## config.mk

```make
export PLATFORM = sky130hd
export DESIGN_NAME = pool_stream_unit
export DESIGN_NICKNAME = d
export VERILOG_FILES = /design/src/rtl/pool_pkg.sv /design/src/rtl/pool_row_acc.sv /design/src/rtl/pool_stream_unit.sv
export SDC_FILE = /design/constraint.sdc
export NUM_CORES = 1
export LEC_CHECK = 0
export CORE_MARGIN = 5
export CORE_UTILIZATION = 51
export DETAILED_ROUTE_END_ITERATION = 7
export GPL_TIMING_DRIVEN = 0
export PLACE_DENSITY_LB_ADDON = 0.12
export SYNTH_ARGS = -nofsm -noshare
export SYNTH_HDL_FRONTEND = slang
export SYNTH_SLANG_ARGS = --single-unit
```

## constraint.sdc

```tcl
create_clock -name clk -period 13.07 [get_ports clk]
set_clock_uncertainty 0.2 [all_clocks]
set_input_delay 1.9605 -clock clk [delete_from_list [all_inputs] [get_ports clk]]
set_output_delay 1.9605 -clock clk [all_outputs]
set_load 0.1 [all_outputs]
```

## src/rtl/pool_pkg.sv

```systemverilog
// ---------------------------------------------------------------------------
// pool_pkg
// Shared definitions for the streaming pooling unit:
//   POOL_AVG / POOL_MAX  - run-time pooling mode encodings
//   log2_int             - ceiling log2 for elaboration-time sizing
//   calc_acc_width       - accumulator width that can hold a full window sum
//   calc_ifm_size_next   - output map edge after floor division by the kernel
//   counter_width        - bits needed to hold values 0..max_value
// ---------------------------------------------------------------------------
package pool_pkg;

  localparam logic POOL_AVG = 1'b0;
  localparam logic POOL_MAX = 1'b1;

  function automatic int log2_int(input int value);
    int result;
    result = 0;
    while ((1 << result) < value) result++;
    return result;
  endfunction

  // A KxK window sum grows by log2(K*K) bits over a single pixel.
  function automatic int calc_acc_width(input int data_width, input int kernel);
    return data_width + 2 * log2_int(kernel);
  endfunction

  function automatic int calc_ifm_size_next(input int ifm_size, input int kernel);
    return ifm_size / kernel;
  endfunction

  function automatic int counter_width(input int max_value);
    int w;
    w = log2_int(max_value + 1);
    return (w < 1) ? 1 : w;
  endfunction

endpackage

```

## src/rtl/pool_row_acc.sv

```systemverilog
// ---------------------------------------------------------------------------
// pool_row_acc
// One accumulator per output column of the current output row. A single
// read/modify/write port indexed by oc folds the incoming pixel into the
// running window value (sum for average, signed max for max pooling).
//   clk       - clock
//   wr_en     - commit acc_next into entry oc
//   oc        - output column (window) index
//   first     - pixel is the top-left element of its window
//   mode      - POOL_AVG or POOL_MAX
//   in_data   - signed pixel
//   acc_next  - updated window value including in_data (combinational)
// The array holds no reset: every window starts by overwriting its entry.
// ---------------------------------------------------------------------------
module pool_row_acc
  import pool_pkg::*;
#(
  parameter int DATA_WIDTH = 32,
  parameter int ACC_WIDTH  = 34,
  parameter int NUM_COLS   = 7,
  parameter int OC_W       = 3
) (
  input  logic                  clk,
  input  logic                  wr_en,
  input  logic [OC_W-1:0]       oc,
  input  logic                  first,
  input  logic                  mode,
  input  logic [DATA_WIDTH-1:0] in_data,
  output logic [ACC_WIDTH-1:0]  acc_next
);

  logic        [ACC_WIDTH-1:0] acc_mem [NUM_COLS];
  logic signed [ACC_WIDTH-1:0] pixel_ext;
  logic signed [ACC_WIDTH-1:0] acc_cur;

  assign pixel_ext = ACC_WIDTH'($signed(in_data));
  assign acc_cur   = acc_mem[oc];

  // The first element of a window replaces whatever the previous window left.
  always_comb begin
    acc_next = pixel_ext;
    if (!first) begin
      if (mode == POOL_MAX) begin
        acc_next = (acc_cur > pixel_ext) ? acc_cur : pixel_ext;
      end else begin
        acc_next = acc_cur + pixel_ext;
      end
    end
  end

  always_ff @(posedge clk) begin
    if (wr_en) begin
      acc_mem[oc] <= acc_next;
    end
  end

endmodule

```

## src/rtl/pool_stream_unit.sv

```systemverilog
// ---------------------------------------------------------------------------
// pool_stream_unit
// Streaming KxK (stride K) average/max pooling of IFM_DEPTH square maps fed
// one pixel per cycle in raster order.
//   clk, reset      - clock, asynchronous active-high reset
//   pool_clear      - synchronous clear of counters, mode and output register
//   pool_mode       - 0 average, 1 max; captured on the first pixel of a map
//   in_data/valid   - pixel stream in, in_ready back-pressures it
//   out_data/valid  - pooled result, held until out_ready
//   out_last_map    - result is the final output of the current map
//   out_last_frame  - result is the final output of the final map
// ---------------------------------------------------------------------------
module pool_stream_unit
  import pool_pkg::*;
#(
  parameter int DATA_WIDTH  = 32,
  parameter int IFM_SIZE    = 14,
  parameter int IFM_DEPTH   = 3,
  parameter int KERNAL_SIZE = 2
) (
  input  logic                  clk,
  input  logic                  reset,
  input  logic                  pool_clear,
  input  logic                  pool_mode,
  input  logic [DATA_WIDTH-1:0] in_data,
  input  logic                  in_valid,
  output logic                  in_ready,
  output logic [DATA_WIDTH-1:0] out_data,
  output logic                  out_valid,
  input  logic                  out_ready,
  output logic                  out_last_map,
  output logic                  out_last_frame
);

  localparam int IFM_SIZE_NEXT = calc_ifm_size_next(IFM_SIZE, KERNAL_SIZE);
  localparam int ACC_WIDTH     = calc_acc_width(DATA_WIDTH, KERNAL_SIZE);
  localparam int LOG2K         = log2_int(KERNAL_SIZE);
  localparam int SHIFT         = 2 * LOG2K;
  localparam int POS_W         = counter_width(IFM_SIZE);
  localparam int MAP_W         = counter_width(IFM_DEPTH);
  localparam int OC_W          = counter_width(IFM_SIZE_NEXT - 1);

  localparam logic [POS_W-1:0] POS_LAST = POS_W'(IFM_SIZE - 1);
  localparam logic [POS_W-1:0] CROP_END = POS_W'(IFM_SIZE_NEXT * KERNAL_SIZE);
  localparam logic [POS_W-1:0] WIN_LAST = POS_W'(IFM_SIZE_NEXT * KERNAL_SIZE - 1);
  localparam logic [POS_W-1:0] K_MASK   = POS_W'(KERNAL_SIZE - 1);
  localparam logic [MAP_W-1:0] MAP_LAST = MAP_W'(IFM_DEPTH - 1);

  if (KERNAL_SIZE < 2 || (KERNAL_SIZE & (KERNAL_SIZE - 1)) != 0) begin : g_bad_kernel
    $error("pool_stream_unit: KERNAL_SIZE must be a power of two >= 2");
  end
  if (IFM_SIZE < KERNAL_SIZE) begin : g_bad_size
    $error("pool_stream_unit: IFM_SIZE must be at least KERNAL_SIZE");
  end

  logic [POS_W-1:0]      row;
  logic [POS_W-1:0]      col;
  logic [MAP_W-1:0]      map;
  logic                  mode_q;
  logic                  accept;
  logic                  map_start;
  logic                  mode_eff;
  logic                  in_crop;
  logic                  win_first;
  logic                  win_last;
  logic                  acc_wr;
  logic                  win_done;
  logic                  map_done;
  logic [OC_W-1:0]       oc;
  logic [ACC_WIDTH-1:0]  acc_next;
  logic [DATA_WIDTH-1:0] pooled;

  assign in_ready  = !out_valid || out_ready;
  assign accept    = in_valid && in_ready;
  assign map_start = (row == '0) && (col == '0);

  // The mode captured at a map's first pixel also governs that pixel itself.
  assign mode_eff  = map_start ? pool_mode : mode_q;

  // Right/bottom remainders that cannot fill a whole window are dropped.
  assign in_crop   = (row < CROP_END) && (col < CROP_END);
  assign win_first = ((row & K_MASK) == '0) && ((col & K_MASK) == '0);
  assign win_last  = ((row & K_MASK) == K_MASK) && ((col & K_MASK) == K_MASK);
  assign oc        = in_crop ? OC_W'(col >> LOG2K) : '0;

  assign acc_wr    = accept && in_crop && !pool_clear;
  assign win_done  = acc_wr && win_last;
  assign map_done  = win_done && (row == WIN_LAST) && (col == WIN_LAST);

  pool_row_acc #(
    .DATA_WIDTH (DATA_WIDTH),
    .ACC_WIDTH  (ACC_WIDTH),
    .NUM_COLS   (IFM_SIZE_NEXT),
    .OC_W       (OC_W)
  ) u_row_acc (
    .clk      (clk),
    .wr_en    (acc_wr),
    .oc       (oc),
    .first    (win_first),
    .mode     (mode_eff),
    .in_data  (in_data),
    .acc_next (acc_next)
  );

  // Average divides by K*K with an arithmetic shift, so results floor toward -inf.
  assign pooled = (mode_eff == POOL_MAX) ? acc_next[DATA_WIDTH-1:0]
                                         : DATA_WIDTH'($signed(acc_next) >>> SHIFT);

  // Raster position within the frame; the map index wraps so frames run back to back.
  always_ff @(posedge clk or posedge reset) begin
    if (reset) begin
      row    <= '0;
      col    <= '0;
      map    <= '0;
      mode_q <= POOL_AVG;
    end else if (pool_clear) begin
      row    <= '0;
      col    <= '0;
      map    <= '0;
      mode_q <= POOL_AVG;
    end else if (accept) begin
      if (map_start) begin
        mode_q <= pool_mode;
      end
      if (col == POS_LAST) begin
        col <= '0;
        if (row == POS_LAST) begin
          row <= '0;
          map <= (map == MAP_LAST) ? '0 : map + 1'b1;
        end else begin
          row <= row + 1'b1;
        end
      end else begin
        col <= col + 1'b1;
      end
    end
  end

  // A new result can only arrive while the register is empty or being drained,
  // so loading takes priority over clearing out_valid.
  always_ff @(posedge clk or posedge reset) begin
    if (reset) begin
      out_valid      <= 1'b0;
      out_data       <= '0;
      out_last_map   <= 1'b0;
      out_last_frame <= 1'b0;
    end else if (pool_clear) begin
      out_valid      <= 1'b0;
      out_data       <= '0;
      out_last_map   <= 1'b0;
      out_last_frame <= 1'b0;
    end else if (win_done) begin
      out_valid      <= 1'b1;
      out_data       <= pooled;
      out_last_map   <= map_done;
      out_last_frame <= map_done && (map == MAP_LAST);
    end else if (out_ready) begin
      out_valid      <= 1'b0;
    end
  end

endmodule

```

==> impl_metrics.xml, run 1 <==
<?xml version="1.0" encoding="UTF-8"?>
<metrics>
  <group name="logic_synthesis">
    <metric name="yosysWarnings" unit="">0</metric>
    <metric name="synthesis.area" unit="um^2">14500</metric>
    <metric name="synth_xor_area_frac" unit="">0.0200</metric>
    <metric name="simple_gate_portion_of_the_synthesized_area" unit="">0.119</metric>
    <metric name="syn_inst" unit="">1301</metric>
    <metric name="synth-adder-area-share" unit="">0.0602</metric>
    <metric name="main_combinational_cell_family_by_area_after_synthesis" unit="">compound AO/OA/AOI/OAI gates</metric>
    <metric name="dominantRegCellSynth" unit="">edfxtp_1</metric>
    <metric name="synth-seq-cells" unit="">284</metric>
    <metric name="post_synth_mux_area_share" unit="">0.0181</metric>
    <metric name="synthesis.nets" unit="">1408</metric>
    <metric name="syn-mean-instance-area" unit="um^2">11.1</metric>
    <metric name="synth_sequential_area_ratio" unit="">0.574</metric>
    <metric name="postSynth.asyncResetShare" unit="">0.162</metric>
    <metric name="synth_edf_count" unit="">238</metric>
    <metric name="synth-compound-area-share" unit="">0.171</metric>
    <metric name="synth_cell_type_count" unit="">79</metric>
  </group>
  <group name="timing">
    <metric name="number_of_hold_slack_violations_in_the_final_timing_report" unit="">0</metric>
    <metric name="setup_viols_final" unit="">0</metric>
    <metric name="tightest_pin_transition" unit="ns">1.24</metric>
    <metric name="finalCriticalPeriod" unit="ns">7.48</metric>
    <metric name="min_period_over_period" unit="">0.572</metric>
    <metric name="final.setup.tns" unit="ns">0</metric>
    <metric name="relSlewSlack" unit="">0.164</metric>
    <metric name="finalMaxSlewViolations" unit="">0</metric>
    <metric name="rsz0062_at_grt" unit="">no</metric>
    <metric name="fmax" unit="GHz">0.134</metric>
  </group>
  <group name="global_routing">
    <metric name="grt_max_degree" unit="">28</metric>
    <metric name="global_route.usage.total" unit="">0.301</metric>
    <metric name="globalRouteOverflowTotal" unit="">0</metric>
    <metric name="antenna_found_initial" unit="">2</metric>
    <metric name="first_global_vias" unit="">10900</metric>
    <metric name="grt_first_pass_wirelength" unit="um">70800</metric>
  </group>
  <group name="power">
    <metric name="total_switching_power" unit="uW">691</metric>
    <metric name="leakagePower" unit="uW">0.00622</metric>
    <metric name="ir_worst_vdd" unit="mV">0.0962</metric>
    <metric name="internal_power" unit="uW">1650</metric>
    <metric name="pwr-share-comb" unit="">0.210</metric>
    <metric name="power_share_of_the_clock_group" unit="">0.348</metric>
    <metric name="power_switching_share" unit="">0.295</metric>
    <metric name="power_density" unit="nW/um^2">139</metric>
    <metric name="share_seq_of_total_power" unit="">0.441</metric>
  </group>
  <group name="cells_and_area">
    <metric name="final_area" unit="um^2">16900</metric>
    <metric name="drive_gt1_frac" unit="">0.0753</metric>
    <metric name="diodes" unit="">0</metric>
    <metric name="nNetsFinal" unit="">1535</metric>
    <metric name="fillers" unit="">2351</metric>
    <metric name="area_delta_synth_final" unit="%">16.6</metric>
  </group>
  <group name="clock_network">
    <metric name="tritoncts" unit="">built</metric>
    <metric name="cts.hold.buffers_added" unit="">0</metric>
    <metric name="post_cts_resize_count" unit="">0</metric>
    <metric name="cts_max_level" unit="">1</metric>
    <metric name="cts_num_sinks" unit="">284</metric>
    <metric name="numCtsBuffers" unit="">30</metric>
    <metric name="clockBufferDepth" unit="">3</metric>
    <metric name="root_buffer_cell" unit="">clkbuf_16</metric>
    <metric name="path_clk_slew" unit="ns">0.06</metric>
    <metric name="postCtsSetupRepairBufs" unit="">0</metric>
    <metric name="clkLatencyLatePin" unit="ns">0.56</metric>
  </group>
  <group name="floorplan">
    <metric name="placement_rows" unit="">61</metric>
    <metric name="core" unit="um^2">27900</metric>
    <metric name="start_util" unit="">0.519</metric>
    <metric name="die_area" unit="um^2">31800</metric>
    <metric name="floorplan.io_pins" unit="">74</metric>
    <metric name="die_wd" unit="um">178</metric>
    <metric name="die_y" unit="um">178</metric>
  </group>
  <group name="detailed_routing">
    <metric name="drcViolationCount" unit="">0</metric>
    <metric name="routed_via_density" unit="">6.26</metric>
    <metric name="routedWlPerCell" unit="um">26.2</metric>
    <metric name="route.final.wire_length" unit="um">47800</metric>
    <metric name="routed-via-count" unit="">11400</metric>
    <metric name="ant_nets" unit="">0</metric>
    <metric name="first_pass_iteration_count_of_the_detailed_router" unit="">6</metric>
    <metric name="drt_first_iter_violations" unit="">1428</metric>
  </group>
  <group name="place">
    <metric name="dpl-instance-area" unit="um^2">15900</metric>
    <metric name="replace_congestion" unit="">0.996</metric>
    <metric name="hpwl" unit="um">35500</metric>
    <metric name="placement.io_buffers" unit="">72</metric>
  </group>
  <group name="critical_path">
    <metric name="critPathMaxFanout" unit="">10</metric>
    <metric name="cp.required" unit="ns">13.34</metric>
    <metric name="critical_path.endpoint_type" unit="">flip-flop</metric>
    <metric name="startpoint_type" unit="">flip-flop</metric>
    <metric name="critical_path_arrival" unit="ns">7.75</metric>
    <metric name="worst_path_class_setup" unit="">flip-flop to flip-flop</metric>
  </group>
  <group name="job">
    <metric name="maxCapViolations" unit="">0</metric>
  </group>
  <group name="worst_hold_path">
    <metric name="worstHoldPathType" unit="">flip-flop to flip-flop</metric>
  </group>
  <group name="run_status">
    <metric name="run_status" unit="">finished, final reports clean</metric>
  </group>
</metrics>
layout make-up:
cell class / instances / area (um^2) / area share
tap: 378 / 473 / 0.0280
clock inverter: 14 / 123 / 0.00727
sequential: 284 / 8300 / 0.492
multi-input combinational: 880 / 5650 / 0.335
inverter: 65 / 244 / 0.0145
buffer: 72 / 304 / 0.0180
timing repair buffer: 95 / 965 / 0.0572
clock buffer: 38 / 802 / 0.0476
per-layer routing:
metal	routed length, um	vias to the layer above	global-route usage
li1	-	5127	-
met1	19800	5569	0.420
met2	21900	624	0.482
met3	4320	102	0.0568
met4	1760	2	0.0959
met5	7	-	0
cells in the mapped netlist, drive strengths merged, types with 5 or more instances:
| library cell | number | area (um^2) |
|---|---|---|
| edfxtp | 238 | 7150 |
| nand2 | 159 | 597 |
| nor2 | 123 | 469 |
| o21ai | 87 | 439 |
| a21oi | 79 | 407 |
| ha | 68 | 851 |
| inv | 65 | 244 |
| clkbuf | 51 | 191 |
| dfrtp | 46 | 1150 |
| nand3 | 36 | 180 |
| o22ai | 31 | 194 |
| xnor2 | 27 | 236 |
| a32oi | 25 | 219 |
| mux2i | 25 | 250 |
| buf | 21 | 113 |
| a31oi | 16 | 106 |
| a221o | 13 | 130 |
| a311oi | 11 | 96.3 |
| nor3 | 11 | 55.1 |
| a211oi | 10 | 75.1 |
| a221oi | 10 | 100 |
| o211ai | 10 | 75.1 |
| o31ai | 10 | 80.1 |
| nand2b | 9 | 56.3 |
| nor2b | 9 | 56.3 |
| a22oi | 7 | 52.6 |
| o221ai | 7 | 73.8 |
| and4 | 6 | 52.6 |
| nor4 | 6 | 37.5 |
| xor2 | 6 | 52.6 |
| a21boi | 5 | 37.5 |
| a21o | 5 | 37.5 |
| o21bai | 5 | 37.5 |
worst max-delay path: stages, from the launching register on:
cell and delay, ns:
dfrtp_1 0.35, clkbuf_1 0.18, nand3_1 0.26, and3_1 0.20
clkbuf_1 0.24, buf_2 0.36, buf_1 0.65, nand2_1 0.13
a32oi_1 0.23, o21ai_0 0.15, nor2_1 0.49, ha_1 0.20
buf_2 0.21, nand4_1 0.14, nor4_1 0.53, nand4_1 0.33
o221ai_2 0.28, o221ai_2 0.20, a21oi_2 0.65, a22oi_1 0.20
o22ai_1 0.73, a21oi_1 0.26, o21ai_1 0.19
power groups by stage:
stage               Clock, uW  Combinational [uW]  Sequential (uW)
floorplan                   0                 306             1050
CTS                       817                 480             1030
global route              855                 529             1030
global placement            0                 472             1050
finish                    814                 492             1030
detailed placement          0                 477             1050
placed cells by master (no fill, tap or decap), drive strengths merged, types with 5 or more instances in the layout:
master | Yosys | routed
edfxtp | 238 | 238
nand2 | 159 | 159
nor2 | 123 | 123
clkbuf | 51 | 89
o21ai | 87 | 87
a21oi | 79 | 79
clkdlybuf4s50 | 0 | 72
ha | 68 | 68
inv | 65 | 66
dfrtp | 46 | 46
buf | 21 | 44
nand3 | 36 | 36
o22ai | 31 | 31
xnor2 | 27 | 27
mux2i | 25 | 25
a32oi | 25 | 25
a31oi | 16 | 16
a221o | 13 | 13
a311oi | 11 | 11
nor3 | 11 | 11
o211ai | 10 | 10
a211oi | 10 | 10
o31ai | 10 | 10
a221oi | 10 | 10
nand2b | 9 | 9
nor2b | 9 | 9
clkinv | 0 | 9
a22oi | 7 | 7
o221ai | 7 | 7
and4 | 6 | 6
xor2 | 6 | 6
nor4 | 6 | 6
o21bai | 5 | 5
a21o | 5 | 5
a21boi | 5 | 5
worst paths after layout:
check,startpoint,end,slack (ns),depth (start not counted)
setup reg to reg,row[2],out_data[14],5.59,22
min in group asynchronous,reset,row[1],1.56,2
hold reg to reg,out_data[8],out_data[8],0.27,2
max in group asynchronous,reset,out_data[4],10.54,3
hold / removal,out_data[8],out_data[8],0.27,2
setup / recovery,row[2],out_data[14],5.59,22
state kept, by name, indices dropped and copies added (netlist names):
| register | flops |
|---|---|
| u_row_acc.acc_mem | 238 |
| out_data | 32 |
| col | 4 |
| row | 4 |
| map | 2 |
| mode_q | 1 |
| out_last_frame | 1 |
| out_last_map | 1 |
| out_valid | 1 |
through the flow:
step           std cells  hold WS, ns  power [uW]  utilization  worst slack (ns)
3_5_place_dp        1774        0.260        1530        0.572              5.79
3_3_place_gp        1751        0.255        1520        0.562              2.65
6_report            1826        0.268        2340        0.605              5.59
2_1_floorplan       1301        0.277        1360            -              5.60
4_1_cts             1826        0.275        2330        0.605              5.74
5_1_grt             1826        0.306        2420        0.605              5.32
cells by family (layout without fill, tap and decap cells):
| logic type | Yosys count | after routing |
|---|---|---|
| AO/OA/AOI/OAI | 364 | 364 |
| XOR/XNOR | 33 | 33 |
| adder cells (fa/ha/maj) | 69 | 69 |
| buffers and inverters | 137 | 284 |
| flip-flops | 284 | 284 |
| multiplexers | 26 | 26 |
| AND/OR/NAND/NOR | 388 | 388 |
No activity file was read; power rests on OpenSTA's default activity.
==> run 2, diff against run 1 <==
==> constraint.sdc (replaced) <==
create_clock -name clk -period 6.41 [get_ports clk]
set_clock_uncertainty 0.2 [all_clocks]
set_input_delay 0.9615 -clock clk [delete_from_list [all_inputs] [get_ports clk]]
set_output_delay 0.9615 -clock clk [all_outputs]
set_load 0.1 [all_outputs]
==> run 2 against run 1 <==
Effect of this change: sequential cell count stayed put; via count is 0.82% lower; largest power group unchanged; combinational power is 110% higher.
==> impl_metrics.xml, run 2 (same netlist as run 1, synthesis figures left out) <==
<?xml version="1.0" encoding="UTF-8"?>
<metrics>
  <group name="run_status">
    <metric name="run_status" unit="">finished, final reports clean</metric>
  </group>
  <group name="clock_network">
    <metric name="clockBufferDepth" unit="">3</metric>
    <metric name="tritoncts" unit="">built</metric>
    <metric name="cts.hold.buffers_added" unit="">0</metric>
    <metric name="path_clk_slew" unit="ns">0.06</metric>
    <metric name="numCtsBuffers" unit="">30</metric>
    <metric name="cts_num_sinks" unit="">284</metric>
    <metric name="root_buffer_cell" unit="">clkbuf_16</metric>
    <metric name="clkLatencyLatePin" unit="ns">0.59</metric>
    <metric name="cts_max_level" unit="">1</metric>
  </group>
  <group name="timing">
    <metric name="setup_viols_final" unit="">0</metric>
    <metric name="finalCriticalPeriod" unit="ns">6.38</metric>
    <metric name="timing.hold.ws" unit="ns">0.266</metric>
    <metric name="finalMaxSlewViolations" unit="">0</metric>
    <metric name="tightest_pin_transition" unit="ns">1.24</metric>
    <metric name="relSlewSlack" unit="">0.175</metric>
    <metric name="number_of_hold_slack_violations_in_the_final_timing_report" unit="">0</metric>
    <metric name="fmax" unit="GHz">0.157</metric>
    <metric name="final.setup.tns" unit="ns">0</metric>
    <metric name="min_period_over_period" unit="">0.996</metric>
  </group>
  <group name="cells_and_area">
    <metric name="final_area" unit="um^2">17100</metric>
    <metric name="max_ffs_per_register" unit="">238</metric>
    <metric name="layout.cells.most_common" unit="">edfxtp_1</metric>
    <metric name="fillers" unit="">2313</metric>
    <metric name="diodes" unit="">0</metric>
    <metric name="commonest_non_fill_non_tap_cells_in_the_layout" unit="">edfxtp_1 (238), nand2_1 (159), nor2_1 (114)</metric>
    <metric name="nNetsFinal" unit="">1536</metric>
    <metric name="ff_latch_area" unit="um^2">8300</metric>
    <metric name="area_delta_synth_final" unit="%">18.5</metric>
    <metric name="finish.utilization" unit="">0.615</metric>
    <metric name="total_area_of_multi_input_combinational_cells" unit="um^2">5790</metric>
    <metric name="drive_gt1_frac" unit="">0.108</metric>
    <metric name="regMostFlops" unit="">u_row_acc.acc_mem</metric>
    <metric name="largest_registers" unit="">u_row_acc.acc_mem: 238 flops, out_data: 32 flops</metric>
  </group>
  <group name="global_routing">
    <metric name="global_route.usage.total" unit="">0.304</metric>
    <metric name="globalRouteOverflowTotal" unit="">0</metric>
    <metric name="grt_first_pass_wirelength" unit="um">70500</metric>
    <metric name="first_global_vias" unit="">10900</metric>
    <metric name="antenna_found_initial" unit="">2</metric>
    <metric name="grt_max_degree" unit="">27</metric>
  </group>
  <group name="critical_path">
    <metric name="worstPathCellList" unit="">clkbuf_1 &gt; nand2_1 &gt; clkbuf_2 &gt; clkbuf_1 &gt; o21ai_0 &gt; inv_1 &gt; ha_1 &gt; inv_1 &gt; nor4_2 &gt; a21oi_1 &gt; a31oi_1 &gt; o221ai_2 &gt; buf_4 &gt; a31oi_4 &gt; buf_2 &gt; o22ai_2 &gt; a21oi_1 &gt; o21ai_1</metric>
    <metric name="critPathMaxFanout" unit="">10</metric>
    <metric name="critical_path.endpoint_type" unit="">flip-flop</metric>
    <metric name="cp.required" unit="ns">6.66</metric>
    <metric name="r2r.worst_path.cells" unit="">18</metric>
    <metric name="crit-reg2reg-launch" unit="">col[2]</metric>
    <metric name="worst_path_class_setup" unit="">flip-flop to flip-flop</metric>
    <metric name="startpoint_type" unit="">flip-flop</metric>
    <metric name="critical_path.slowest_cell" unit="">o21ai_0</metric>
    <metric name="critical_path_arrival" unit="ns">6.63</metric>
    <metric name="crit-reg2reg-capture" unit="">out_data[14]</metric>
    <metric name="slowest_delay" unit="ns">0.62</metric>
    <metric name="regToRegSetupSlack" unit="ns">0.03</metric>
  </group>
  <group name="detailed_routing">
    <metric name="routedWlPerCell" unit="um">26.4</metric>
    <metric name="routed-via-count" unit="">11300</metric>
    <metric name="ant_nets" unit="">0</metric>
    <metric name="routed_via_density" unit="">6.19</metric>
    <metric name="drt_first_iter_violations" unit="">1343</metric>
    <metric name="drcViolationCount" unit="">0</metric>
    <metric name="first_pass_iteration_count_of_the_detailed_router" unit="">5</metric>
    <metric name="route.final.wire_length" unit="um">48300</metric>
  </group>
  <group name="place">
    <metric name="placement.io_buffers" unit="">72</metric>
    <metric name="dpl-instance-area" unit="um^2">16000</metric>
    <metric name="hpwl" unit="um">35500</metric>
    <metric name="replace_congestion" unit="">1.01</metric>
  </group>
  <group name="worst_hold_path">
    <metric name="worstHoldPathType" unit="">flip-flop to flip-flop</metric>
    <metric name="hold_path_depth" unit="">2</metric>
    <metric name="holdCritStartpoint" unit="">out_data[8]</metric>
    <metric name="worstHoldEndpoint" unit="">out_data[8]</metric>
  </group>
  <group name="floorplan">
    <metric name="die_y" unit="um">178</metric>
    <metric name="die_area" unit="um^2">31800</metric>
    <metric name="floorplan.io_pins" unit="">74</metric>
    <metric name="core" unit="um^2">27900</metric>
    <metric name="start_util" unit="">0.519</metric>
    <metric name="placement_rows" unit="">61</metric>
    <metric name="die_wd" unit="um">178</metric>
  </group>
  <group name="power">
    <metric name="total_power" unit="uW">4830</metric>
    <metric name="ir_worst_vdd" unit="mV">0.243</metric>
    <metric name="power_density" unit="nW/um^2">282</metric>
    <metric name="leakagePower" unit="uW">0.00634</metric>
  </group>
  <group name="job">
    <metric name="maxCapViolations" unit="">0</metric>
  </group>
</metrics>
-- run 2: cell types whose count changed in the layout (fill, tap and decap cells not counted), moves of 6 or more --
cell / previous run / this run
clkbuf_1: 58 / 40
clkbuf_2: 0 / 12
a21oi_1: 76 / 69
clkbuf_4: 0 / 7
a21oi_2: 3 / 9
nor2_1: 120 / 114
nor2_2: 0 / 6
-- run 2: layer usage --
metal  vias to the layer above  wire, um  global-route usage
met1                      5552     20300               0.435
li1                       5128         -                   -
met2                       553     21900               0.466
met4                         2      1880               0.115
met5                         -        13                   0
met3                        95      4210              0.0519
-- run 2: critical path, delay by kind of cell (launching register included) --
kind	cells	cell delay, ns
compound gates	8	2.49
fa+ha+maj	1	0.36
buf+inv	7	1.94
flops	1	0.41
simple gates	2	0.81
-- run 2: cell type report --
type	count	share of cell area
timing repair buffer	100	0.0607
buffer	68	0.0193
tap	378	0.0276
sequential	284	0.484
inverter	65	0.0142
clock buffer	37	0.0453
clock inverter	17	0.0107
multi-input combinational	880	0.338
-- run 2: where the power goes --
group	total, uW	switching [uW]	internal, uW
logic	1030	711	322
registers	2100	7.59	2100
clock network	1690	714	980
total	4830	1430	3400
-- run 2: what timing repair did --
item,4_1_cts,5_1_grt
endpoints found under the setup margin,270,254
cloned,0,0
pin swaps,1,1
setup buffers,3,1
gates resized for setup,33,38
-- run 2: how the worst max path moves through the flow --
stage | startpoint | to | cells after the start | slack (ns)
final | col[2] | out_data[14] | 18 | 0.03
after global routing | row[2] | u_row_acc.acc_mem[3][32] | 22 | -0.03
after CTS | row[2] | out_data[14] | 25 | -0.06
after detailed placement | row[2] | out_data[14] | 20 | -0.85
after global placement | row[2] | u_row_acc.acc_mem[3][18] | 6 | -2.82
after floorplan | out_ready | u_row_acc.acc_mem[3][0] | 3 | 0.18
-- run 2: through the flow --
step,std cells,setup slack (ns)
2_1_floorplan,1301,0.182
3_3_place_gp,1751,-2.82
3_5_place_dp,1775,-0.851
4_1_cts,1832,-0.0619
5_1_grt,1829,-0.0250
6_report,1829,0.0274
==> run 3, diff against run 2 <==
--- a/config.mk
+++ b/config.mk
@@ -5,9 +5,9 @@
 export SDC_FILE = /design/constraint.sdc
 export NUM_CORES = 1
 export LEC_CHECK = 0
-export CORE_MARGIN = 5
 export CORE_UTILIZATION = 51
 export DETAILED_ROUTE_END_ITERATION = 7
+export GPL_ROUTABILITY_DRIVEN = 0
 export GPL_TIMING_DRIVEN = 0
 export PLACE_DENSITY_LB_ADDON = 0.12
 export SYNTH_ARGS = -nofsm -noshare
==> constraint.sdc (replaced) <==
create_clock -name clk -period 7.65 [get_ports clk]
set_clock_uncertainty 0.2 [all_clocks]
set_input_delay 1.1475 -clock clk [delete_from_list [all_inputs] [get_ports clk]]
set_output_delay 1.1475 -clock clk [all_outputs]
set_load 0.1 [all_outputs]
==> run 3 against run 2 <==
Effect of this change: routed wire length down 4.1%; clock power down 18%; die area down 8.8%; combinational power down 20%; register-to-register slack better by 0.30 ns; via count up 1.5%; sequential share of layout area up 0.57 points; global-route usage up 2.3 points; first-iteration DRC count up 0.22%; hold slack worse by 0.00052 ns; cell count up 0.22%.
==> impl_metrics.xml, run 3 (same netlist as run 1, synthesis figures left out) <==
<?xml version="1.0" encoding="UTF-8"?>
<metrics>
  <group name="global_routing">
    <metric name="antenna_found_initial" unit="">1</metric>
    <metric name="first_global_vias" unit="">11100</metric>
    <metric name="global_route.usage.met3" unit="">0.0644</metric>
    <metric name="grt_max_degree" unit="">29</metric>
    <metric name="global_route.usage.total" unit="">0.326</metric>
    <metric name="globalRouteOverflowTotal" unit="">0</metric>
    <metric name="grt_first_pass_wirelength" unit="um">68800</metric>
    <metric name="most_crowded_layer_gr" unit="">met2</metric>
    <metric name="gr-usage-met1" unit="">0.438</metric>
    <metric name="met2_usage" unit="">0.516</metric>
  </group>
  <group name="floorplan">
    <metric name="core" unit="um^2">27900</metric>
    <metric name="placement_rows" unit="">61</metric>
    <metric name="die_area" unit="um^2">29000</metric>
    <metric name="die_y" unit="um">170</metric>
    <metric name="die_wd" unit="um">170</metric>
    <metric name="floorplan.io_pins" unit="">74</metric>
    <metric name="start_util" unit="">0.519</metric>
  </group>
  <group name="timing">
    <metric name="finalMaxSlewViolations" unit="">0</metric>
    <metric name="tightest_pin_transition" unit="ns">1.10</metric>
    <metric name="number_of_hold_slack_violations_in_the_final_timing_report" unit="">0</metric>
    <metric name="rsz0062_at_grt" unit="">no</metric>
    <metric name="post-route-worst-setup-slack" unit="ns">0.326</metric>
    <metric name="relSlewSlack" unit="">0.266</metric>
    <metric name="fmax" unit="GHz">0.137</metric>
    <metric name="min_period_over_period" unit="">0.957</metric>
    <metric name="finalCriticalPeriod" unit="ns">7.32</metric>
    <metric name="setup_viols_final" unit="">0</metric>
    <metric name="timing.hold.ws" unit="ns">0.266</metric>
  </group>
  <group name="clock_network">
    <metric name="numCtsBuffers" unit="">30</metric>
    <metric name="clockBufferDepth" unit="">3</metric>
    <metric name="postCtsSetupRepairBufs" unit="">0</metric>
    <metric name="cts_max_level" unit="">1</metric>
    <metric name="tritoncts" unit="">built</metric>
    <metric name="cts_num_sinks" unit="">284</metric>
    <metric name="path_clk_slew" unit="ns">0.06</metric>
    <metric name="cts.hold.buffers_added" unit="">0</metric>
    <metric name="root_buffer_cell" unit="">clkbuf_16</metric>
    <metric name="clkLatencyLatePin" unit="ns">0.56</metric>
    <metric name="post_cts_resize_count" unit="">0</metric>
  </group>
  <group name="critical_path">
    <metric name="cp.required" unit="ns">7.70</metric>
    <metric name="regToRegSetupSlack" unit="ns">0.33</metric>
    <metric name="crit-reg2reg-launch" unit="">row[2]</metric>
    <metric name="startpoint_type" unit="">flip-flop</metric>
    <metric name="critPathMaxFanout" unit="">10</metric>
    <metric name="worst_path_class_setup" unit="">flip-flop to flip-flop</metric>
    <metric name="r2r.worst_path.cells" unit="">20</metric>
    <metric name="critical_path.startpoint" unit="">row[2]</metric>
    <metric name="critical_path_arrival" unit="ns">7.38</metric>
    <metric name="critical_path.endpoint_type" unit="">flip-flop</metric>
    <metric name="crit-reg2reg-capture" unit="">u_row_acc.acc_mem[0][6]</metric>
  </group>
  <group name="cells_and_area">
    <metric name="total_area_of_multi_input_combinational_cells" unit="um^2">5660</metric>
    <metric name="area_delta_synth_final" unit="%">17.2</metric>
    <metric name="ff_latch_area" unit="um^2">8300</metric>
    <metric name="commonest_non_fill_non_tap_cells_in_the_layout" unit="">edfxtp_1 (238), nand2_1 (159), nor2_1 (120)</metric>
    <metric name="layout.cells.most_common" unit="">edfxtp_1</metric>
    <metric name="largest_registers" unit="">u_row_acc.acc_mem: 238 flops, out_data: 32 flops</metric>
    <metric name="finish.utilization" unit="">0.608</metric>
    <metric name="max_ffs_per_register" unit="">238</metric>
    <metric name="nNetsFinal" unit="">1539</metric>
    <metric name="regMostFlops" unit="">u_row_acc.acc_mem</metric>
    <metric name="drive_gt1_frac" unit="">0.0778</metric>
    <metric name="fillers" unit="">2296</metric>
    <metric name="number_of_standard_cells_in_the_layout_taps_in_and_fillers_out" unit="">1833</metric>
  </group>
  <group name="detailed_routing">
    <metric name="first_pass_iteration_count_of_the_detailed_router" unit="">6</metric>
    <metric name="route.final.wire_length" unit="um">46300</metric>
    <metric name="drcViolationCount" unit="">0</metric>
    <metric name="drt_first_iter_violations" unit="">1346</metric>
    <metric name="routedWlPerCell" unit="um">25.3</metric>
    <metric name="routed-via-count" unit="">11500</metric>
    <metric name="ant_nets" unit="">0</metric>
    <metric name="routed_via_density" unit="">6.27</metric>
  </group>
  <group name="power">
    <metric name="leakagePower" unit="uW">0.00626</metric>
    <metric name="power_share_of_the_clock_group" unit="">0.349</metric>
    <metric name="pwr-share-comb" unit="">0.208</metric>
    <metric name="internal_power" unit="uW">2830</metric>
    <metric name="power_switching_share" unit="">0.289</metric>
    <metric name="ir_worst_vdd" unit="mV">0.211</metric>
    <metric name="share_seq_of_total_power" unit="">0.443</metric>
    <metric name="power_density" unit="nW/um^2">235</metric>
    <metric name="total_switching_power" unit="uW">1150</metric>
  </group>
  <group name="place">
    <metric name="post-place-ws" unit="ns">0.417</metric>
    <metric name="hpwl" unit="um">33900</metric>
    <metric name="dp_cells" unit="">1778</metric>
    <metric name="placement.io_buffers" unit="">72</metric>
  </group>
  <group name="run_status">
    <metric name="run_status" unit="">finished, final reports clean</metric>
  </group>
  <group name="worst_hold_path">
    <metric name="hold_path_depth" unit="">2</metric>
    <metric name="worstHoldEndpoint" unit="">out_data[8]</metric>
    <metric name="worstHoldPathType" unit="">flip-flop to flip-flop</metric>
    <metric name="holdCritStartpoint" unit="">out_data[8]</metric>
  </group>
  <group name="job">
    <metric name="maxCapViolations" unit="">0</metric>
  </group>
</metrics>
-- run 3: cell count changes in the layout (fill, tap and decap cells not counted), sizes merged --
cell,change
clkdlybuf4s15,+1
buf,+4
diode,+2
bufinv,-1
clkinv,-7
clkbuf,+5
-- run 3: area by class of cell --
class	instances	area share
buffer	72	0.0183
clock inverter	9	0.00561
clock buffer	44	0.0493
timing repair buffer	99	0.0601
multi-input combinational	880	0.334
antenna	2	0.000295
tap	378	0.0279
sequential	284	0.490
inverter	65	0.0144
-- run 3: how the worst max path moves through the flow --
stage                               endpoint  slack (ns)  cells past startpoint
finish               u_row_acc.acc_mem[0][6]        0.33                     20
global route         u_row_acc.acc_mem[6][1]        0.05                     22
CTS                             out_data[14]        0.30                     20
detailed placement              out_data[14]        0.42                     20
global placement    u_row_acc.acc_mem[1][16]       -3.07                      4
floorplan            u_row_acc.acc_mem[1][0]        0.99                      3
-- run 3: power groups by stage --
stage	registers [uW]	logic [uW]	clock network [uW]
after floorplan	1790	523	0
after global placement	1800	775	0
after detailed placement	1800	792	0
after CTS	1760	798	1400
after global routing	1760	879	1450
final	1760	827	1390
-- run 3: critical path, stage by stage (launching register included) --
cell,delay [ns]
dfrtp_1,0.32
clkbuf_1,0.27
nand3_1,0.32
nand3_1,0.24
clkbuf_1,0.66
clkdlybuf4s15_1,0.77
nand2_1,0.15
a311oi_1,0.51
o21ai_0,0.26
inv_1,0.14
ha_1,0.18
inv_1,0.11
nor4_1,0.51
nand4_1,0.29
o221ai_2,0.27
o221ai_2,0.20
a21oi_1,0.33
nor2_1,0.10
buf_2,0.26
buf_2,0.27
a22oi_1,0.67
-- run 3: layer usage --
| metal | part of all wire | vias up | wire length, um |
|---|---|---|---|
| met5 | 0 | - | 0 |
| met4 | 0.040 | 0 | 1860 |
| met2 | 0.46 | 671 | 21100 |
| met3 | 0.10 | 123 | 4700 |
| met1 | 0.40 | 5574 | 18700 |
| li1 | - | 5133 | - |
-- run 3: per-stage QoR --
stage	cell area, um^2	total power (uW)	TNS [ns]
after detailed placement	16000	2590	0
after CTS	16900	3960	0
after floorplan	14500	2320	0
after global placement	15700	2570	-201.27
final	16900	3980	0
after global routing	16900	4090	0
